**src/rtl/lvds_tx_pkg.sv**
```systemverilog
// -----------------------------------------------------------------------------
// lvds_tx_pkg
// Shared types and constants for the LVDS transmit link controller.
//   tx_state_t        : link FSM states. The encodings are visible on O_state.
//   DEF_TRAIN_PATTERN : default per-lane training word (10-bit).
//   DEF_IDLE_PATTERN  : default per-lane idle fill word (10-bit).
//   max3()            : helper used to size the shared phase counter.
// -----------------------------------------------------------------------------
package lvds_tx_pkg;

    typedef enum logic [1:0] {
        PLL_RST   = 2'd0,
        WAIT_LOCK = 2'd1,
        TRAIN     = 2'd2,
        RUN       = 2'd3
    } tx_state_t;

    localparam logic [9:0] DEF_TRAIN_PATTERN = 10'h3E0;
    localparam logic [9:0] DEF_IDLE_PATTERN  = 10'h27C;

    function automatic int max3(input int a, input int b, input int c);
        int m;
        m = a;
        if (b > m) m = b;
        if (c > m) m = c;
        return m;
    endfunction

endpackage

```
**src/rtl/lvds_lock_sync.sv**
```systemverilog
// -----------------------------------------------------------------------------
// lvds_lock_sync
// Two-flop synchroniser that brings the serializer PLL lock flag into the
// core-clock domain.
//   I_clk   : destination clock
//   I_rst   : asynchronous active-high reset, clears both flops
//   I_async : asynchronous input
//   O_sync  : synchronised output, 2 cycles of latency
// -----------------------------------------------------------------------------
module lvds_lock_sync (
    input  logic I_clk,
    input  logic I_rst,
    input  logic I_async,
    output logic O_sync
);

    logic r_meta;
    logic r_sync;

    always_ff @(posedge I_clk or posedge I_rst) begin
        if (I_rst) begin
            r_meta <= 1'b0;
            r_sync <= 1'b0;
        end else begin
            r_meta <= I_async;
            r_sync <= r_meta;
        end
    end

    assign O_sync = r_sync;

endmodule

```
**src/rtl/lvds_tx_link.sv**
```systemverilog
// -----------------------------------------------------------------------------
// lvds_tx_link
// LVDS transmit link controller. It supervises the serializer PLL through a
// reset/lock sequence, sends a training pattern, and then passes payload words
// through a valid/ready handshake. Idle words fill the cycles with no payload.
//   I_clk        : serializer core clock
//   I_rst        : asynchronous active-high reset
//   I_tx_locked  : PLL lock, asynchronous (synchronised internally)
//   I_data       : payload, lane c at [c*WIDTH +: WIDTH]
//   I_valid      : payload valid
//   O_ready      : high in RUN; transfer = I_valid && O_ready
//   I_retrain    : request to re-run training (honoured only in RUN)
//   O_tx_in      : registered parallel word to the serializer tx_in
//   O_pll_areset : serializer PLL reset
//   O_trained    : high in RUN
//   O_state      : state encoding, for debug
// -----------------------------------------------------------------------------
module lvds_tx_link
    import lvds_tx_pkg::*;
#(
    parameter int               CHANNELS       = 9,
    parameter int               WIDTH          = 10,
    parameter int               TRAIN_CYCLES   = 256,
    parameter int               LOCK_TIMEOUT   = 4096,
    parameter int               PLL_RST_CYCLES = 8,
    parameter logic [WIDTH-1:0] TRAIN_PATTERN  = WIDTH'(DEF_TRAIN_PATTERN),
    parameter logic [WIDTH-1:0] IDLE_PATTERN   = WIDTH'(DEF_IDLE_PATTERN)
) (
    input  logic                      I_clk,
    input  logic                      I_rst,
    input  logic                      I_tx_locked,
    input  logic [CHANNELS*WIDTH-1:0] I_data,
    input  logic                      I_valid,
    output logic                      O_ready,
    input  logic                      I_retrain,
    output logic [CHANNELS*WIDTH-1:0] O_tx_in,
    output logic                      O_pll_areset,
    output logic                      O_trained,
    output logic [1:0]                O_state
);

    // One down-counter times all three phases, so it is sized for the longest.
    localparam int CNT_MAX = max3(TRAIN_CYCLES, LOCK_TIMEOUT, PLL_RST_CYCLES);
    localparam int CW      = $clog2(CNT_MAX + 1);

    localparam logic [CW-1:0] CNT_ONE   = CW'(1);
    localparam logic [CW-1:0] CNT_PLL   = CW'(PLL_RST_CYCLES);
    localparam logic [CW-1:0] CNT_LOCK  = CW'(LOCK_TIMEOUT);
    localparam logic [CW-1:0] CNT_TRAIN = CW'(TRAIN_CYCLES);

    localparam logic [CHANNELS*WIDTH-1:0] TRAIN_WORD = {CHANNELS{TRAIN_PATTERN}};
    localparam logic [CHANNELS*WIDTH-1:0] IDLE_WORD  = {CHANNELS{IDLE_PATTERN}};

    tx_state_t                 r_state;
    tx_state_t                 w_state_next;
    logic [CW-1:0]             r_cnt;
    logic [CW-1:0]             w_cnt_next;
    logic [CHANNELS*WIDTH-1:0] r_tx;
    logic [CHANNELS*WIDTH-1:0] w_tx_next;
    logic                      w_lock_s;
    logic                      w_xfer;

    lvds_lock_sync u_lock_sync (
        .I_clk   (I_clk),
        .I_rst   (I_rst),
        .I_async (I_tx_locked),
        .O_sync  (w_lock_s)
    );

    // Ready decodes only the state register, so the transfer term has no
    // combinational path from I_valid to any output.
    assign w_xfer = (r_state == RUN) && I_valid;

    always_ff @(posedge I_clk or posedge I_rst) begin
        if (I_rst) begin
            r_state <= PLL_RST;
            r_cnt   <= CNT_PLL;
            r_tx    <= IDLE_WORD;
        end else begin
            r_state <= w_state_next;
            r_cnt   <= w_cnt_next;
            r_tx    <= w_tx_next;
        end
    end

    // The output word depends on the current state, not the next one. On the
    // edge that leaves RUN (retrain or lock loss), the word accepted on that
    // edge is still emitted.
    always_comb begin
        w_state_next = r_state;
        w_cnt_next   = r_cnt;
        w_tx_next    = IDLE_WORD;
        case (r_state)
            PLL_RST: begin
                if (r_cnt == CNT_ONE) begin
                    w_state_next = WAIT_LOCK;
                    w_cnt_next   = CNT_LOCK;
                end else begin
                    w_cnt_next   = r_cnt - CNT_ONE;
                end
            end
            WAIT_LOCK: begin
                if (w_lock_s) begin
                    w_state_next = TRAIN;
                    w_cnt_next   = CNT_TRAIN;
                end else if (r_cnt == CNT_ONE) begin
                    w_state_next = PLL_RST;
                    w_cnt_next   = CNT_PLL;
                end else begin
                    w_cnt_next   = r_cnt - CNT_ONE;
                end
            end
            TRAIN: begin
                w_tx_next = TRAIN_WORD;
                if (!w_lock_s) begin
                    w_state_next = PLL_RST;
                    w_cnt_next   = CNT_PLL;
                end else if (r_cnt == CNT_ONE) begin
                    w_state_next = RUN;
                    w_cnt_next   = CNT_TRAIN;
                end else begin
                    w_cnt_next   = r_cnt - CNT_ONE;
                end
            end
            RUN: begin
                w_tx_next = w_xfer ? I_data : IDLE_WORD;
                if (!w_lock_s) begin
                    w_state_next = PLL_RST;
                    w_cnt_next   = CNT_PLL;
                end else if (I_retrain) begin
                    w_state_next = TRAIN;
                    w_cnt_next   = CNT_TRAIN;
                end
            end
            default: begin
                w_state_next = PLL_RST;
                w_cnt_next   = CNT_PLL;
            end
        endcase
    end

    assign O_tx_in      = r_tx;
    assign O_ready      = (r_state == RUN);
    assign O_trained    = (r_state == RUN);
    assign O_pll_areset = (r_state == PLL_RST);
    assign O_state      = r_state;

endmodule

```
**config.mk**
```make
export PLATFORM = sky130hd
export DESIGN_NAME = lvds_tx_link
export DESIGN_NICKNAME = d
export VERILOG_FILES = /design/src/rtl/lvds_tx_pkg.sv /design/src/rtl/lvds_lock_sync.sv /design/src/rtl/lvds_tx_link.sv
export SDC_FILE = /design/constraint.sdc
export NUM_CORES = 1
export LEC_CHECK = 0
export CAP_MARGIN = 0
export CORE_MARGIN = 5
export CORE_UTILIZATION = 35
export DETAILED_ROUTE_END_ITERATION = 7
export PLACE_DENSITY = 0.75
export REMOVE_ABC_BUFFERS = 1
export SETUP_SLACK_MARGIN = 0.4
export SYNTH_ARGS = -nofsm -noshare
export SYNTH_HDL_FRONTEND = slang
export SYNTH_HIERARCHICAL = 1
export SYNTH_SLANG_ARGS = --single-unit
```
**constraint.sdc**
```tcl
create_clock -name I_clk -period 4.2 [get_ports I_clk]
set_clock_uncertainty 0.05 [all_clocks]
set_input_delay 0.63 -clock I_clk [delete_from_list [all_inputs] [get_ports I_clk]]
set_output_delay 0.63 -clock I_clk [all_outputs]
set_load 0.02 [all_outputs]
```
* Word-level counts from Yosys, hierarchy flattened
Index checks and enable logic that the tools add are counted.
** Operators by class
- Add/sub/neg operators :: 1
- $mul :: 0
- Div/mod/pow operators :: 0
- Magnitude comparators :: 0
- Equality and inequality tests :: 8
- Shift operators :: 0
- Muxes and demuxes :: 18
- Bitwise logic cells :: 0
- Reduce and logical (&&, ||, !) cells :: 3
** Operators by type and width (count)
- $pmux 90 s2 :: 1
- $mux 13 :: 7
- $mux 90 :: 1
- $pmux 13 s4 :: 1
- $mux 2 :: 7
- $eq 13x1->1 const B :: 1
- $sub 13x1->13 const B :: 1
- $pmux 2 s4 :: 1
- $ne 3x3->1 const B :: 2
- $eq 2x2->1 const B :: 2
- $reduce_and 4->1 :: 1
- $ne 3x2->1 const B :: 1
- $eq 2x1->1 const B :: 1
- $logic_not 2->1 :: 1
- $ne 2x1->1 const B :: 1
- $logic_and 1x1->1 :: 1
** Word-level totals
- Register bits :: 107
- Bits in latches :: 0
- Bits in writable memories :: 0
- Memory bits (read-only) :: 0
- Bits of input ports :: 95
- Output and inout bits :: 95
- Logic and storage cells :: 35
- Memories kept :: 0

* Logic depth before layout (Yosys ltp)
- Depth after elaboration :: 4
- Depth in mapped cells :: 8
- Gate-level depth less buffers :: 7

* Cells and area by module
The synthesis kept the hierarchy.
** Modules (own cells, without submodules)
- lvds_tx_link :: times used 1, cells each 320, area an instance 3977.6 µm², sequential area each 2696.3 µm²
- lvds_lock_sync :: times used 1, cells each 3, area an instance 53.8 µm², sequential area each 50.0 µm²

* Worst setup path before layout
OpenSTA, ideal clock, no wires.
- Path type :: reg-to-reg
- Start :: register r_cnt[0]
- End :: register r_cnt[8]
- Setup time :: 126 ps
- Data arrival time :: 1853 ps
- Required time :: 4024 ps
- Setup slack :: 2171 ps
- Stages on the path, launching flop included :: 8
- Buffers on the path :: 0
- Period minus slack after synthesis :: 2029 ps
- Cells stage by stage :: dfrtp_1 > inv_1 > ha_1 > or3b_4 > nor3b_1 > mux2i_1 > nand2_1 > o311a_1
** On the way
- Cells in the longest elaborated chain, start to end :: 4
- Elaborated cells on any way between the ends :: 8
- Classes of those cells :: 1 x add/sub; 1 x eq/ne; 6 x mux
** Ends and longest elaborated chain
- start, declared :: RTL line lvds_tx_link.sv:56 : logic [CW-1:0] r_cnt;
- start signal, assigned :: RTL line lvds_tx_link.sv:81 : r_cnt <= w_cnt_next;
- $sub 13x1->13 or $eq 13x1->1 (tied branches)
- $mux 13 (on tied branches) :: RTL line lvds_tx_link.sv:118, lvds_tx_link.sv:106
- $mux 13 (on tied branches) :: RTL line lvds_tx_link.sv:115, lvds_tx_link.sv:103
- $pmux 13 s4 (*) :: RTL line lvds_tx_link.sv:93 : case (r_state)
Mark *: on every way between the ends. The rest lies on a longest branch, timed or not.
A chain may end at the register's enable or synchronous reset.

* Final worst setup path
- Start :: register r_state[1], in the netlist O_state[1]
- End :: output O_ready
** On the way
- Cells in the longest elaborated chain, start to end :: 1
** Ends and longest elaborated chain
- start, declared :: RTL line lvds_tx_link.sv:54 : tx_state_t r_state;
- start signal, assigned :: RTL line lvds_tx_link.sv:80 : r_state <= w_state_next;
- $eq 2x2->1 :: RTL line lvds_tx_link.sv:143 : assign O_ready = (r_state == RUN);
- end, declared :: RTL line lvds_tx_link.sv:34 : output logic O_ready,
No other way between the ends.

==> results.ini <==
[run_status]
status=complete, no violations

[layout]
area_delta_synth_final_pct=57.0
diodes=0
final_common_cell=clkdlybuf4s50_1
stdcell_count=655
final_nets=604
layout-drive-gt1-share_pct=16.8
layout_common_cells=clkdlybuf4s50_1, dfstp_2, dfrtp_1, nand2_1, nand2b_1

[die]
dieArea_mm2=0.0138
fp.coreArea_mm2=0.0114
start_util_pct=35.5
die_x_um=117
rows=39
io_pins=190
die_h_um=117

[sta]
slew_viol_final=0
setup_tns_ps=0
grt_setup_unrepaired=no
relSlewSlack_pct=29.4
setup_viol=0
hold_slack_ps=300
post-route-period-util_pct=60.5
max_slew.worst_pin.slew_ps=1060
hold_violations=0
fin_crit_ps=2540
timing.fmax_mhz=393

[drt]
num_vias=3006
drt-total-wl_um=10300
viasPerCell=4.59
route.antenna.remaining_nets=0
wl_per_cell_um=15.7
first_iter_violations=218
drt_first_pass_iters=4
drc=0

[grt]
grt_util_all_layers_pct=15.4
overflow=0
antenna_found_initial=0
grt_pass1_wl_um=17300
grt_pass1_vias=3325
grt_max_degree=89

[worst_setup_path]
reg2reg_slack_ps=1960
crit_fanout=15
crit_required_ps=3520
worstReg2RegStart=r_cnt[1]
cp-end-kind=primary output
critPathMaxStageDelay_ps=640
crit_chain=and2_1 -> clkdlybuf4s50_1
rr_worst_depth=7
r2r-end=r_cnt[8]
slowest_stage=clkdlybuf4s50_1
crit_arrival_ps=1860
start_kind=register
worst-setup-path-type=reg -> out

[synthesis]
yosysSeqAreaShare_pct=68.1
ys_async_sr_fraction_pct=100
yosysUniqueCellTypes=45
syn_avg_cell_area_um2=12.5
synth-seq-cells=107
synth_edf_count=0
syn_area_mm2=0.00403
synth_top_flop_cell=dfstp_2
synthCells=323
yosys_warnings=6

[power_and_ir_drop]
peakVddDrop_mv=0.205
p_total_w=0.00261
power_density_mw_per_mm2=413
p_leak_nw=2.70

[place]
dpl.cell_count=639
port_buffers=189
gp_congestion=0.826
dpl.hpwl_um=7670

[hold_path]
hold_start=u_lock_sync/r_meta
holdPathStages=0
hold_class=reg -> reg
whs_endpoint=u_lock_sync/O_sync

[cts]
cts_hold_buffers=0
cts-resized-gates=0
cts_setup_buffers=0
htree_levels=3
insertion_delay_ps=340
clock-sinks=107
path_clk_slew_ps=70
cts_root_buf=clkbuf_16
numCtsBuffers=9
cts_tree=built
clock_path_buffers=2

[job]
max-cap-violations=0

worst max-delay path: cells and delay by family, from the launching register on:
kind	cells	cell delay, ps
buffers and inverters	1	640
DFF	1	600
and+or+nand+nor	1	280
stage by stage:
step,worst slack (ps),util (%),instance area (µm²)
2_1_floorplan,850,-,3950
3_3_place_gp,1950,53.2,6040
3_5_place_dp,1880,53.2,6040
4_1_cts,1650,55.7,6330
5_1_grt,1580,55.7,6330
6_report,1660,55.7,6330
cells in the mapped netlist (all sizes together), types with 3 or more instances:
master  count  area, µm²
nor3b       4       30.0
a21o        4       31.3
o21a       27        203
a31oi       4       25.0
buf         3       23.8
nor2        5       18.8
a21oi       4       20.0
dfstp      55       1450
o21ai       8       40.0
inv         7       26.3
nor3        4       25.0
clkbuf     16       60.1
and3        3       23.8
a22o        3       27.5
and2       20        125
nand2b     29        181
nand4       3       25.0
nand2      50        188
dfrtp      52       1300
area by class of cell:
| class | instances | area, µm² |
|---|---|---|
| Fill cell | 1001 | 5040 |
| Sequential cell | 107 | 2750 |
| Timing Repair Buffer | 192 | 1910 |
| Multi-Input combinational cell | 190 | 1170 |
| Clock buffer | 11 | 253 |
| Tap cell | 143 | 179 |
| Clock inverter | 5 | 33.8 |
| Inverter | 7 | 28.8 |
flip-flops by register name, indices dropped and copies added, names as in the netlist:
name                cells
O_state                 2
r_cnt                  13
u_lock_sync/r_meta      1
u_lock_sync/O_sync      1
O_tx_in                90
worst max path at each step:
stage	startpoint	endpoint
finish	O_state[1]	O_ready
global route	O_state[1]	O_ready
CTS	O_state[1]	O_ready
detailed placement	I_rst	O_tx_in[33]
global placement	I_rst	O_tx_in[73]
floorplan	I_rst	O_state[0]
cell families after synthesis:
family                   share of synthesized area (%)
buffers and inverters                             2.73
flip-flops                                        68.1
XOR/XNOR                                         0.217
adder cells (fa/ha/maj)                          0.621
AND/OR/NAND/NOR                                   18.0
AO/OA/AOI/OAI                                     10.0
multiplexers                                     0.248
layer usage:
metal  track usage, %  vias up  share of wire, %
li1                 -     1428                 -
met1             18.6     1429                40
met2             24.9      129                48
met3             5.68       20               8.5
met4             6.60        0               2.6
met5                0        -                 0
report_power, final:
group | switching (W) | internal (W)
Clock | 0.000366 | 0.000436
Sequential | 0.000107 | 0.00116
Combinational | 0.000250 | 0.000296
Power figures use the tool's default switching activity.
